### src/rtl/fpu_pkg.sv
// Shared floating-point types and constants for the FPU datapath.
// fp_t and the QNAN/INF constants describe the default single-precision
// layout; parametrised blocks slice their own vectors to the same field order
// {sign, exp, man}.
package fpu_pkg;

    localparam int FP_EXP_W = 8;
    localparam int FP_MAN_W = 23;
    localparam int FP_BIAS  = (1 << (FP_EXP_W - 1)) - 1;

    typedef struct packed {
        logic                sign;
        logic [FP_EXP_W-1:0] exp;
        logic [FP_MAN_W-1:0] man;
    } fp_t;

    localparam fp_t FP_QNAN    = '{sign: 1'b0, exp: '1, man: {1'b1, {(FP_MAN_W-1){1'b0}}}};
    localparam fp_t FP_INF_POS = '{sign: 1'b0, exp: '1, man: '0};
    localparam fp_t FP_INF_NEG = '{sign: 1'b1, exp: '1, man: '0};

    // Operand classification; subnormals are reported as FP_ZERO (flushed).
    typedef enum logic [1:0] {
        FP_NORM = 2'd0,
        FP_ZERO = 2'd1,
        FP_INF  = 2'd2,
        FP_NAN  = 2'd3
    } fp_class_e;

    // Bit positions inside the 3-bit flag vector {invalid, overflow, inexact}.
    localparam int FLAG_INVALID  = 2;
    localparam int FLAG_OVERFLOW = 1;
    localparam int FLAG_INEXACT  = 0;

endpackage

### src/rtl/fadd_norm_round.sv
// Combinational normalise + round stage of the floating-point adder.
// Takes the raw aligned sum (carry, hidden, MAN_W, guard, round, sticky),
// normalises it, rounds to nearest-even, clamps overflow to infinity and
// flushes underflow to signed zero. Special tags bypass the datapath.
// Ports:
//   sum      in  MAN_W+5  raw magnitude sum from the add stage
//   exp      in  EXP_W    exponent of the larger operand
//   sign     in  1        result sign (or infinity sign for FP_INF tag)
//   eff_sub  in  1        effective subtraction (exact zero becomes +0)
//   tag      in  2        special-case class carried from the unpack stage
//   result   out W        packed rounded result
//   overflow out 1        finite result rounded to infinity (FADD_FLAGS_EN)
//   inexact  out 1        precision lost (FADD_FLAGS_EN)
module fadd_norm_round
    import fpu_pkg::*;
#(
    parameter int EXP_W = 8,
    parameter int MAN_W = 23
) (
    input  logic [MAN_W+4:0]     sum,
    input  logic [EXP_W-1:0]     exp,
    input  logic                 sign,
    input  logic                 eff_sub,
    input  fp_class_e            tag,
    output logic [EXP_W+MAN_W:0] result
`ifdef FADD_FLAGS_EN
    ,
    output logic                 overflow,
    output logic                 inexact
`endif
);

    localparam int AW  = MAN_W + 4;
    localparam int LZW = $clog2(AW + 1);
    localparam int EW  = EXP_W + 2;

    localparam logic signed [EW-1:0] E_MAX  = EW'((1 << EXP_W) - 1);
    localparam logic signed [EW-1:0] E_ONE  = EW'(1);
    localparam logic signed [EW-1:0] E_ZERO = EW'(0);

    logic [LZW-1:0]       lzc;
    logic [AW-1:0]        mant;
    logic signed [EW-1:0] e_n;
    logic signed [EW-1:0] e_r;
    logic                 g, r, s;
    logic                 round_up;
    logic                 is_zero;
    logic [MAN_W:0]       frac_r;

    always_comb begin
        // Last set bit wins, so the scan leaves the count for the highest one.
        lzc = '0;
        for (int i = 0; i < AW; i++) begin
            if (sum[i]) lzc = LZW'(AW - 1 - i);
        end

        if (sum[AW]) begin
            mant = {sum[AW:2], sum[1] | sum[0]};
            e_n  = $signed({2'b00, exp}) + E_ONE;
        end else begin
            mant = sum[AW-1:0] << lzc;
            e_n  = $signed({2'b00, exp}) - $signed({{(EW-LZW){1'b0}}, lzc});
        end

        g        = mant[2];
        r        = mant[1];
        s        = mant[0];
        round_up = g & (r | s | mant[3]);

        // Fraction-only increment; a carry out means the significand reached 2.0.
        frac_r = {1'b0, mant[AW-2:3]} + {{MAN_W{1'b0}}, round_up};
        e_r    = e_n + $signed({{(EW-1){1'b0}}, frac_r[MAN_W]});

        // After normalisation the hidden bit is clear only for an all-zero sum.
        is_zero = !mant[AW-1];

        result = '0;
        if (tag == FP_NAN) begin
            result = {1'b0, {EXP_W{1'b1}}, 1'b1, {(MAN_W-1){1'b0}}};
        end else if (tag == FP_INF) begin
            result = {sign, {EXP_W{1'b1}}, {MAN_W{1'b0}}};
        end else if (is_zero) begin
            result = {sign & !eff_sub, {(EXP_W+MAN_W){1'b0}}};
        end else if (e_r >= E_MAX) begin
            result = {sign, {EXP_W{1'b1}}, {MAN_W{1'b0}}};
        end else if (e_r <= E_ZERO) begin
            result = {sign, {(EXP_W+MAN_W){1'b0}}};
        end else begin
            result = {sign, e_r[EXP_W-1:0], frac_r[MAN_W-1:0]};
        end
    end

`ifdef FADD_FLAGS_EN
    always_comb begin
        overflow = (tag == FP_NORM) && !is_zero && (e_r >= E_MAX);
        inexact  = (tag == FP_NORM) && (g | r | s | overflow);
    end
`endif

endmodule

### src/rtl/fadd_pipe.sv
// Three-stage pipelined IEEE-754 adder/subtractor (align / add / norm+round).
// Whole-pipe stall: every stage advances only when the output register is
// empty or being drained. Subnormal inputs and outputs are flushed to zero.
// Optional feature macro: FADD_FLAGS_EN adds flags_o {invalid, overflow,
// inexact}, pipelined alongside the data.
// Ports:
//   clk_i        in  1  clock
//   rst_i        in  1  synchronous active-high reset
//   in_valid_i   in  1  operand pair valid
//   in_ready_o   out 1  operands accepted this cycle
//   operand_a_i  in  W  operand A
//   operand_b_i  in  W  operand B
//   sub_i        in  1  1: A-B, 0: A+B
//   out_valid_o  out 1  result_o valid
//   out_ready_i  in  1  downstream accepts result
//   result_o     out W  rounded sum
//   flags_o      out 3  {invalid, overflow, inexact} (FADD_FLAGS_EN only)
module fadd_pipe
    import fpu_pkg::*;
#(
    parameter int EXP_W = 8,
    parameter int MAN_W = 23
) (
    input  logic                 clk_i,
    input  logic                 rst_i,
    input  logic                 in_valid_i,
    output logic                 in_ready_o,
    input  logic [EXP_W+MAN_W:0] operand_a_i,
    input  logic [EXP_W+MAN_W:0] operand_b_i,
    input  logic                 sub_i,
    output logic                 out_valid_o,
    input  logic                 out_ready_i,
    output logic [EXP_W+MAN_W:0] result_o
`ifdef FADD_FLAGS_EN
    ,
    output logic [2:0]           flags_o
`endif
);

    localparam int W  = 1 + EXP_W + MAN_W;
    localparam int AW = MAN_W + 4;
    localparam int SW = MAN_W + 5;

    function automatic fp_class_e classify(input logic [EXP_W-1:0] e, input logic [MAN_W-1:0] m);
        if (e == '1)      return (m != '0) ? FP_NAN : FP_INF;
        else if (e == '0) return FP_ZERO;
        else              return FP_NORM;
    endfunction

    logic adv;

    // ---------------- S1: unpack, classify, swap, align ----------------
    logic                   a_sign, b_sign;
    logic [EXP_W-1:0]       a_exp, b_exp;
    logic [MAN_W-1:0]       a_man, b_man;
    fp_class_e              a_cls, b_cls;
    logic [EXP_W+MAN_W-1:0] a_mag, b_mag;
    logic                   swap;
    logic [EXP_W-1:0]       l_exp, s_exp, d;
    logic [MAN_W:0]         l_sig, s_sig;
    logic [2*AW-1:0]        wide;
    logic [AW-1:0]          s_al;
    logic                   inf_inf;
    fp_class_e              tag_d;
    logic                   sign_d;
    logic                   eff_d;

    always_comb begin
        a_sign = operand_a_i[W-1];
        a_exp  = operand_a_i[W-2:MAN_W];
        a_man  = operand_a_i[MAN_W-1:0];
        b_sign = operand_b_i[W-1] ^ sub_i;
        b_exp  = operand_b_i[W-2:MAN_W];
        b_man  = operand_b_i[MAN_W-1:0];

        a_cls = classify(a_exp, a_man);
        b_cls = classify(b_exp, b_man);

        // Subnormal fractions are dropped so they behave as signed zeros.
        a_mag = {a_exp, (a_exp == '0) ? {MAN_W{1'b0}} : a_man};
        b_mag = {b_exp, (b_exp == '0) ? {MAN_W{1'b0}} : b_man};
        swap  = b_mag > a_mag;

        l_exp = swap ? b_exp : a_exp;
        s_exp = swap ? a_exp : b_exp;
        l_sig = swap ? {|b_exp, b_mag[MAN_W-1:0]} : {|a_exp, a_mag[MAN_W-1:0]};
        s_sig = swap ? {|a_exp, a_mag[MAN_W-1:0]} : {|b_exp, b_mag[MAN_W-1:0]};
        d     = l_exp - s_exp;

        // Low half of the wide shift collects everything that falls off as sticky.
        wide = {s_sig, 3'b000, {AW{1'b0}}} >> d;
        if (int'(d) >= MAN_W + 3) s_al = {{(AW-1){1'b0}}, |s_sig};
        else                      s_al = wide[2*AW-1:AW] | {{(AW-1){1'b0}}, |wide[AW-1:0]};

        eff_d   = a_sign ^ b_sign;
        inf_inf = (a_cls == FP_INF) && (b_cls == FP_INF) && eff_d;

        tag_d  = FP_NORM;
        sign_d = swap ? b_sign : a_sign;
        if (a_cls == FP_NAN || b_cls == FP_NAN || inf_inf) begin
            tag_d  = FP_NAN;
            sign_d = 1'b0;
        end else if (a_cls == FP_INF) begin
            tag_d  = FP_INF;
            sign_d = a_sign;
        end else if (b_cls == FP_INF) begin
            tag_d  = FP_INF;
            sign_d = b_sign;
        end
    end

`ifdef FADD_FLAGS_EN
    logic invalid_d;
    assign invalid_d = inf_inf
                     | (a_cls == FP_NAN && !a_man[MAN_W-1])
                     | (b_cls == FP_NAN && !b_man[MAN_W-1]);
    logic s1_invalid, s2_invalid;
`endif

    logic             s1_valid;
    fp_class_e        s1_tag;
    logic             s1_sign;
    logic             s1_eff_sub;
    logic [EXP_W-1:0] s1_exp;
    logic [MAN_W:0]   s1_lsig;
    logic [AW-1:0]    s1_ssig;

    // ---------------- S2: effective add/subtract ----------------
    logic [SW-1:0]    sum_d;

    always_comb begin
        if (s1_eff_sub) sum_d = {1'b0, s1_lsig, 3'b000} - {1'b0, s1_ssig};
        else            sum_d = {1'b0, s1_lsig, 3'b000} + {1'b0, s1_ssig};
    end

    logic             s2_valid;
    fp_class_e        s2_tag;
    logic             s2_sign;
    logic             s2_eff_sub;
    logic [EXP_W-1:0] s2_exp;
    logic [SW-1:0]    s2_sum;

    // ---------------- S3: normalise + round ----------------
    logic [W-1:0]     nr_result;
`ifdef FADD_FLAGS_EN
    logic             nr_overflow, nr_inexact;
`endif

    fadd_norm_round #(.EXP_W(EXP_W), .MAN_W(MAN_W)) u_norm_round (
        .sum      (s2_sum),
        .exp      (s2_exp),
        .sign     (s2_sign),
        .eff_sub  (s2_eff_sub),
        .tag      (s2_tag),
        .result   (nr_result)
`ifdef FADD_FLAGS_EN
        ,
        .overflow (nr_overflow),
        .inexact  (nr_inexact)
`endif
    );

    assign in_ready_o = !out_valid_o | out_ready_i;
    assign adv        = in_ready_o;

    always_ff @(posedge clk_i) begin
        if (rst_i) begin
            s1_valid    <= 1'b0;
            s1_tag      <= FP_NORM;
            s1_sign     <= 1'b0;
            s1_eff_sub  <= 1'b0;
            s1_exp      <= '0;
            s1_lsig     <= '0;
            s1_ssig     <= '0;
            s2_valid    <= 1'b0;
            s2_tag      <= FP_NORM;
            s2_sign     <= 1'b0;
            s2_eff_sub  <= 1'b0;
            s2_exp      <= '0;
            s2_sum      <= '0;
            out_valid_o <= 1'b0;
            result_o    <= '0;
`ifdef FADD_FLAGS_EN
            s1_invalid  <= 1'b0;
            s2_invalid  <= 1'b0;
            flags_o     <= '0;
`endif
        end else if (adv) begin
            s1_valid    <= in_valid_i;
            s1_tag      <= tag_d;
            s1_sign     <= sign_d;
            s1_eff_sub  <= eff_d;
            s1_exp      <= l_exp;
            s1_lsig     <= l_sig;
            s1_ssig     <= s_al;
            s2_valid    <= s1_valid;
            s2_tag      <= s1_tag;
            s2_sign     <= s1_sign;
            s2_eff_sub  <= s1_eff_sub;
            s2_exp      <= s1_exp;
            s2_sum      <= sum_d;
            out_valid_o <= s2_valid;
            if (s2_valid) result_o <= nr_result;
`ifdef FADD_FLAGS_EN
            s1_invalid  <= invalid_d;
            s2_invalid  <= s1_invalid;
            if (s2_valid) begin
                flags_o[FLAG_INVALID]  <= s2_invalid;
                flags_o[FLAG_OVERFLOW] <= nr_overflow;
                flags_o[FLAG_INEXACT]  <= nr_inexact;
            end
`endif
        end
    end

endmodule

### config.mk
export PLATFORM = sky130hd
export DESIGN_NAME = fadd_pipe
export DESIGN_NICKNAME = d
export VERILOG_FILES = /design/src/rtl/fpu_pkg.sv /design/src/rtl/fadd_norm_round.sv /design/src/rtl/fadd_pipe.sv
export SDC_FILE = /design/constraint.sdc
export NUM_CORES = 1
export LEC_CHECK = 0
export BUFFER_PORTS_ARGS = -buffer_cell sky130_fd_sc_hd__clkbuf_2
export CAP_MARGIN = 40
export CORE_MARGIN = 10
export CORE_UTILIZATION = 52
export CTS_BUF_LIST = sky130_fd_sc_hd__clkbuf_8
export DETAILED_ROUTE_END_ITERATION = 8
export GPL_ROUTABILITY_DRIVEN = 0
export MAX_ROUTING_LAYER = met4
export PLACE_DENSITY = 0.75
export SLEW_MARGIN = 20
export SYNTH_ARGS = -nofsm -noshare
export SYNTH_HDL_FRONTEND = slang
export SYNTH_SLANG_ARGS = --single-unit
### constraint.sdc
create_clock -name clk_i -period 7.12 [get_ports clk_i]
set_clock_uncertainty 0.2 [all_clocks]
set_input_delay 0.712 -clock clk_i [delete_from_list [all_inputs] [get_ports clk_i]]
set_output_delay 0.712 -clock clk_i [all_outputs]
set_load 0.01 [all_outputs]
# Yosys cells after proc, flatten, opt, wreduce, memory -nomap -nowiden
# Index checks and enable logic that the tools add are counted.
# Widths: inputs -> output; s select.
# classes
magnitude_cmp,4
muxes,55
eq_ne,8
bitwise_logic,9
n_addsub,7
reduce_logical,15
shifts,2
# ops
cell,count
$mux 5,27
$mux 32,3
$mux 31,2
$mux 27,2
$shr 54x8->54,1
$mux 24,2
$mux 23,2
$reduce_bool 23->1,2
$gt 31x31->1,1
$add 27x27->28,1
$mux 28,1
$sub 27x27->28,1
$or 27x1->27,1
$reduce_or 27->1,1
$shl 27x5->27,1
$add 23x1->24,1
$reduce_or 24->1,1
$eq 8x8->1 const B,2
$logic_not 8->1,2
$mux 8,2
$reduce_or 8->1,2
$eq 2x2->1 const B,6
$add 10x2->10,1
$ge 10x9->1 const B,1
other kinds (15),34
# totals
elab_cells,115
input_bits,69
out_inout_bits,34
reg_bits,138

# Longest topological paths before layout
# logic_depth
ltp_word,40
mapped_depth,32
ltp_nobuf,27

# By module
# Synthesis repeated with hierarchy kept, for this count alone.
# hier_totals
hier_cells,1990
area_unflattened_um2,14458.9
# modules_own_cells
mod,seq_area_each_um2,area_per_inst_um2,n_inst,cells_per_inst
fadd_pipe,2762.6,10945.5,1,1449
fadd_norm_round,0.0,3513.4,1,541

# Worst setup path after synthesis
# OpenSTA, ideal clock, no wires.
# synth_path
path_type,input to register
from,input port operand_b_i[24]
to,register s1_ssig[0]
path_buffers,7
arrival_time_ns,6.140
cell_stages,29
setup_time_ns,0.136
slack_ns,0.644
t_required_ns,6.784
path_cell_list,nor4_1 > nand2_1 > clkbuf_1 > clkbuf_1 > nand2_1 > inv_1 > ha_1 > a2111oi_0 > o21ai_1 > a311oi_4 > o21a_1 > buf_4 > buf_2 > buf_1 > o21a_1 > ha_1 > inv_1 > o221ai_1 > or3_1 > buf_2 > and2_1 > clkbuf_1 > mux2_4 > mux2i_4 > nand3_1 > or4_1 > o2111a_1 > nor4_1 > o32ai_1
# synth_via
elab_chain_cells,9
word_cells_on_any_way,14
classes_between,1 x add/sub; 2 x order compare; 1 x shift; 5 x mux; 1 x bitwise; 4 x reduce/logical
# synth_rtl
element,line,source
start: declaration,fadd_pipe.sv:29,"input logic [EXP_W+MAN_W:0] operand_b_i,"
$logic_not 8->1,fadd_pipe.sv:81,"b_mag = {b_exp, (b_exp == '0) ? {MAN_W{1'b0}} : b_man};"
$mux 23,fadd_pipe.sv:81,
$gt 31x31->1,fadd_pipe.sv:82,swap = b_mag > a_mag;
$mux 8 (on tied branches),"fadd_pipe.sv:84, fadd_pipe.sv:85",
$sub 8x8->8,fadd_pipe.sv:88,d = l_exp - s_exp;
$shr 54x8->54,fadd_pipe.sv:91,"wide = {s_sig, 3'b000, {AW{1'b0}}} >> d;"
$reduce_or 27->1,fadd_pipe.sv:93,"else s_al = wide[2*AW-1:AW] | {{(AW-1){1'b0}}, |wide[AW-1:0]};"
$or 27x1->27,fadd_pipe.sv:93,
$mux 27 *,fadd_pipe.sv:92,"if (int'(d) >= MAN_W + 3) s_al = {{(AW-1){1'b0}}, |s_sig};"
end signal: assignment,fadd_pipe.sv:195,s1_ssig <= s_al;
end: declaration,fadd_pipe.sv:126,logic [AW-1:0] s1_ssig;
# Mark *: on every way between the ends. The rest lies on a longest branch, timed or not.
# A chain may end at the register's enable or synchronous reset.

# Worst setup path in the final report
# layout_path
from,register s2_sum[19]
to,register result_o[19]
# layout_via
elab_chain_cells,21
word_cells_on_any_way,24
classes_between,3 x add/sub; 2 x order compare; 1 x shift; 15 x mux; 3 x bitwise
# layout_rtl
element,line,source
start: declaration,fadd_pipe.sv:141,logic [SW-1:0] s2_sum;
start signal: assignment,fadd_pipe.sv:201,s2_sum <= sum_d;
$mux 5 (8 in a row),fadd_norm_round.sv:54,if (sum[i]) lzc = LZW'(AW - 1 - i);
$shl 27x5->27,fadd_norm_round.sv:61,mant = sum[AW-1:0] << lzc;
$mux 27,fadd_norm_round.sv:57,if (sum[AW]) begin
$or 1x1->1 (2 in a row),fadd_norm_round.sv:68,round_up = g & (r | s | mant[3]);
$and 1x1->1,fadd_norm_round.sv:68,
$add 23x1->24,fadd_norm_round.sv:71,"frac_r = {1'b0, mant[AW-2:3]} + {{MAN_W{1'b0}}, round_up};"
$add 10x2->10,fadd_norm_round.sv:72,"e_r = e_n + $signed({{(EW-1){1'b0}}, frac_r[MAN_W]});"
$le 10x1->1,fadd_norm_round.sv:86,end else if (e_r <= E_ZERO) begin
$mux 31,fadd_norm_round.sv:86,
$mux 31,fadd_norm_round.sv:84,end else if (e_r >= E_MAX) begin
$mux 32 *,fadd_norm_round.sv:82,end else if (is_zero) begin
$mux 32 *,fadd_norm_round.sv:80,end else if (tag == FP_INF) begin
$mux 32 *,fadd_norm_round.sv:78,if (tag == FP_NAN) begin
end signal: assignment,fadd_pipe.sv:203,if (s2_valid) result_o <= nr_result;
end: declaration,fadd_pipe.sv:33,output logic [EXP_W+MAN_W:0] result_o
# Marks and branches as above.

==> results.txt <==
worst slew pin tran -> 0.883 ns
syn_nets -> 2182
violated checks -> DRC
hold_ws -> 0.252 ns
Slew Limit Fails -> 0
setup TNS -> 0 ns
Synth warnings -> 0
max cap viols -> 0
Worst-Skew Late Latency -> 0.49 ns
top sig layer -> met4
Die H -> 187 µm
PD cells -> 257 nW/µm²
die width -> 187 µm
ys flop type -> dfxtp_1
drt wl/cell -> 20.4 µm
largest net degree at the start of global routing -> 67
H-Tree Level Count -> 4
dpl cells -> 2434
Critical Path Sink Type -> flop
IO Pins -> 103
Final Instance Count excl. Fillers -> 2468
Pleak -> 6.65 nW
CP max stage cell -> or4_1
Netlist Area Pre-Place -> 14600 µm²
CP Launch Type -> flop
initial drt markers -> 2223
total gr overflow -> 0
Root Driver -> clkbuf_8
nets -> 2238
final hold vios -> 0
Distinct cells, synth -> 105
Max Fanout on Critical Path -> 9
Antenna Cells -> 0
GRT Total Usage -> 28.5%
reg2reg path depth -> 26
Pre-Repair DR Iteration Count -> 9
met2 wire length -> 21.9 mm
vias per cell -> 6.52
P&R area growth vs syn -> 9.48%
CTS Buffer Depth -> 2
slew margin rel. -> 39.6%
Worst Path Required -> 7.29 ns
met3 WL -> 5.18 mm
CP most frequent cell -> nand2_1
post-synthesis sequential area ratio -> 19.0%
full die area -> 35100 µm²
Met1 Routed Length -> 20.6 mm
Clock transition at path regs -> 0.11 ns
Max IR drop VDD -> 123 µV
Max stage delay on crit path -> 0.55 ns
Max Clock Freq -> 0.148 GHz
initial antenna violation count -> 0
routed wire length -> 50.3 mm
Initial Utilization -> 52.6%
vias in the first global route -> 15300
number of synthesized flops with an enable pin -> 0
IO buf count -> 102
FF+latch count, synth -> 138
hold path cells -> 2
antenna violation net count after detailed routing -> 0
Setup violations, final -> 0
Final min period -> 6.74 ns
clk sinks -> 138
period utilization -> 94.6%
CTS tree -> yes
Arr. time, crit path -> 6.91 ns
share of cells above drive strength 1 -> 14.6%
row count -> 61
Async S/R FF share, synth -> 0%
cts bufs inserted -> 17
critical path class -> flop to flop
DR vias -> 16100
# DRC -> 11
wire length of the first global-routing pass -> 81.4 mm
outcome -> complete, but fails checks
fin util -> 57.6%
Syn Inst Count -> 2021
commonest non-fill, non-tap cell in the layout -> nand2_1
Post-DP HPWL -> 39.0 mm
Core ar. -> 27700 µm²
most frequent cells in the layout -> 235 x nand2_1, 222 x nor2_1, 158 x a21oi_1
Synth Area per Inst -> 7.21 µm²
worst min path class -> flop to flop
-- worst max-delay path, delay by kind of cell, from the launching register on --
family	cells	cell delay (ns)
flip-flops	1	0.39
AND/OR/NAND/NOR	13	3.16
adder cells (fa/ha/maj)	2	0.38
XOR/XNOR	1	0.11
multiplexers	1	0.12
buffers and inverters	3	0.65
AO/OA/AOI/OAI	6	1.61
-- flip-flops by register name, summed over array words and instances, names as in the netlist --
register / count
s1_lsig: 24
s2_exp: 8
s2_sum: 28
s1_tag: 2
s2_sign: 1
s2_tag: 2
s1_eff_sub: 1
s2_valid: 1
s1_ssig: 27
s1_exp: 8
s1_sign: 1
s2_eff_sub: 1
s1_valid: 1
out_valid_o: 1
result_o: 32
-- cell usage after synthesis, types with 8 or more instances --
| library cell | n | area share [%] |
|---|---|---|
| a21oi_1 | 158 | 5.4 |
| xor2_1 | 9 | 0.54 |
| xnor2_1 | 44 | 2.6 |
| o21a_1 | 18 | 0.93 |
| nand3_1 | 64 | 2.2 |
| ha_1 | 90 | 7.7 |
| or3_1 | 17 | 0.73 |
| mux2_2 | 23 | 1.8 |
| nand2b_1 | 17 | 0.73 |
| buf_2 | 18 | 0.62 |
| o22ai_1 | 14 | 0.60 |
| o21bai_1 | 10 | 0.51 |
| nor2b_1 | 14 | 0.60 |
| nand4_1 | 24 | 1.0 |
| mux4_2 | 17 | 2.6 |
| o21ai_1 | 11 | 0.38 |
| a31oi_1 | 15 | 0.64 |
| a21o_1 | 11 | 0.57 |
| o211a_1 | 8 | 0.55 |
| mux2i_1 | 60 | 4.1 |
| a22oi_1 | 27 | 1.4 |
| o21ai_0 | 102 | 3.5 |
| o211ai_1 | 22 | 1.1 |
| nor2_1 | 222 | 5.7 |
| nor4_1 | 27 | 1.2 |
| and2_1 | 26 | 1.1 |
| nand2_1 | 235 | 6.1 |
| a2111oi_0 | 8 | 0.48 |
| a21boi_0 | 12 | 0.62 |
| a311oi_1 | 12 | 0.72 |
| nor3_1 | 58 | 2.0 |
| a211oi_1 | 48 | 2.5 |
| clkbuf_1 | 93 | 2.4 |
| dfxtp_1 | 138 | 19 |
| and3_1 | 17 | 0.73 |
| inv_1 | 117 | 3.0 |
| o31ai_1 | 16 | 0.82 |
| buf_4 | 8 | 0.41 |
| buf_1 | 11 | 0.28 |
| a211o_1 | 13 | 0.78 |
-- per-stage QoR --
| step | power, mW | worst slack (ns) | area, µm² |
|---|---|---|---|
| final | 4.11 | 0.382 | 16000 |
| after global routing | 4.33 | -0.0195 | 16000 |
| after CTS | 3.99 | 0.0971 | 15900 |
| after detailed placement | 3.31 | 0.122 | 15500 |
| after global placement | 3.28 | 0.144 | 15500 |
| after floorplan | 2.66 | 0.644 | 14600 |
-- worst paths after layout --
kind / from / end / slack [ns]
setup / recovery: s2_sum[19] / result_o[19] / 0.38
hold / removal: result_o[13] / result_o[13] / 0.25
setup reg to reg: s2_sum[19] / result_o[19] / 0.38
hold reg to reg: result_o[13] / result_o[13] / 0.25
-- logic make-up after synthesis --
group	after synthesis	synth area share, %
xor gates and xnor gates	53	3.18
DFF	138	19.0
AOI/OAI and AO/OA	596	28.0
muxes	106	9.11
buffers and inverters	261	7.33
adders and majority gates	92	8.00
and+or+nand+nor	775	25.4
-- cell type report --
type	count	area (µm²)
fill	2591	11700
multi-input combinational	1622	10800
sequential	138	2770
timing repair buffer	172	1050
inverter	126	482
tap	378	473
clock buffer	18	248
clock inverter	14	136
-- power by group --
group / leakage, nW / internal, mW / switching [mW]
registers: 1.13 / 0.836 / 0.0910
clock network: 0.186 / 0.293 / 0.377
logic: 5.33 / 0.942 / 1.57
-- what timing repair did --
action                                  4_1_cts  5_1_grt
endpoints found under the setup margin        0       27
resized for setup                             0        9
setup buffers                                 0        2
hold buffers                                  0        0
-- per-layer routing --
layer / vias to the layer above / GRT usage (%)
met5: - / -
met4: 0 / 13.0
met3: 222 / 6.06
met2: 992 / 42.9
met1: 7406 / 36.1
li1: 7480 / -
(Power assumes the default switching activity.)
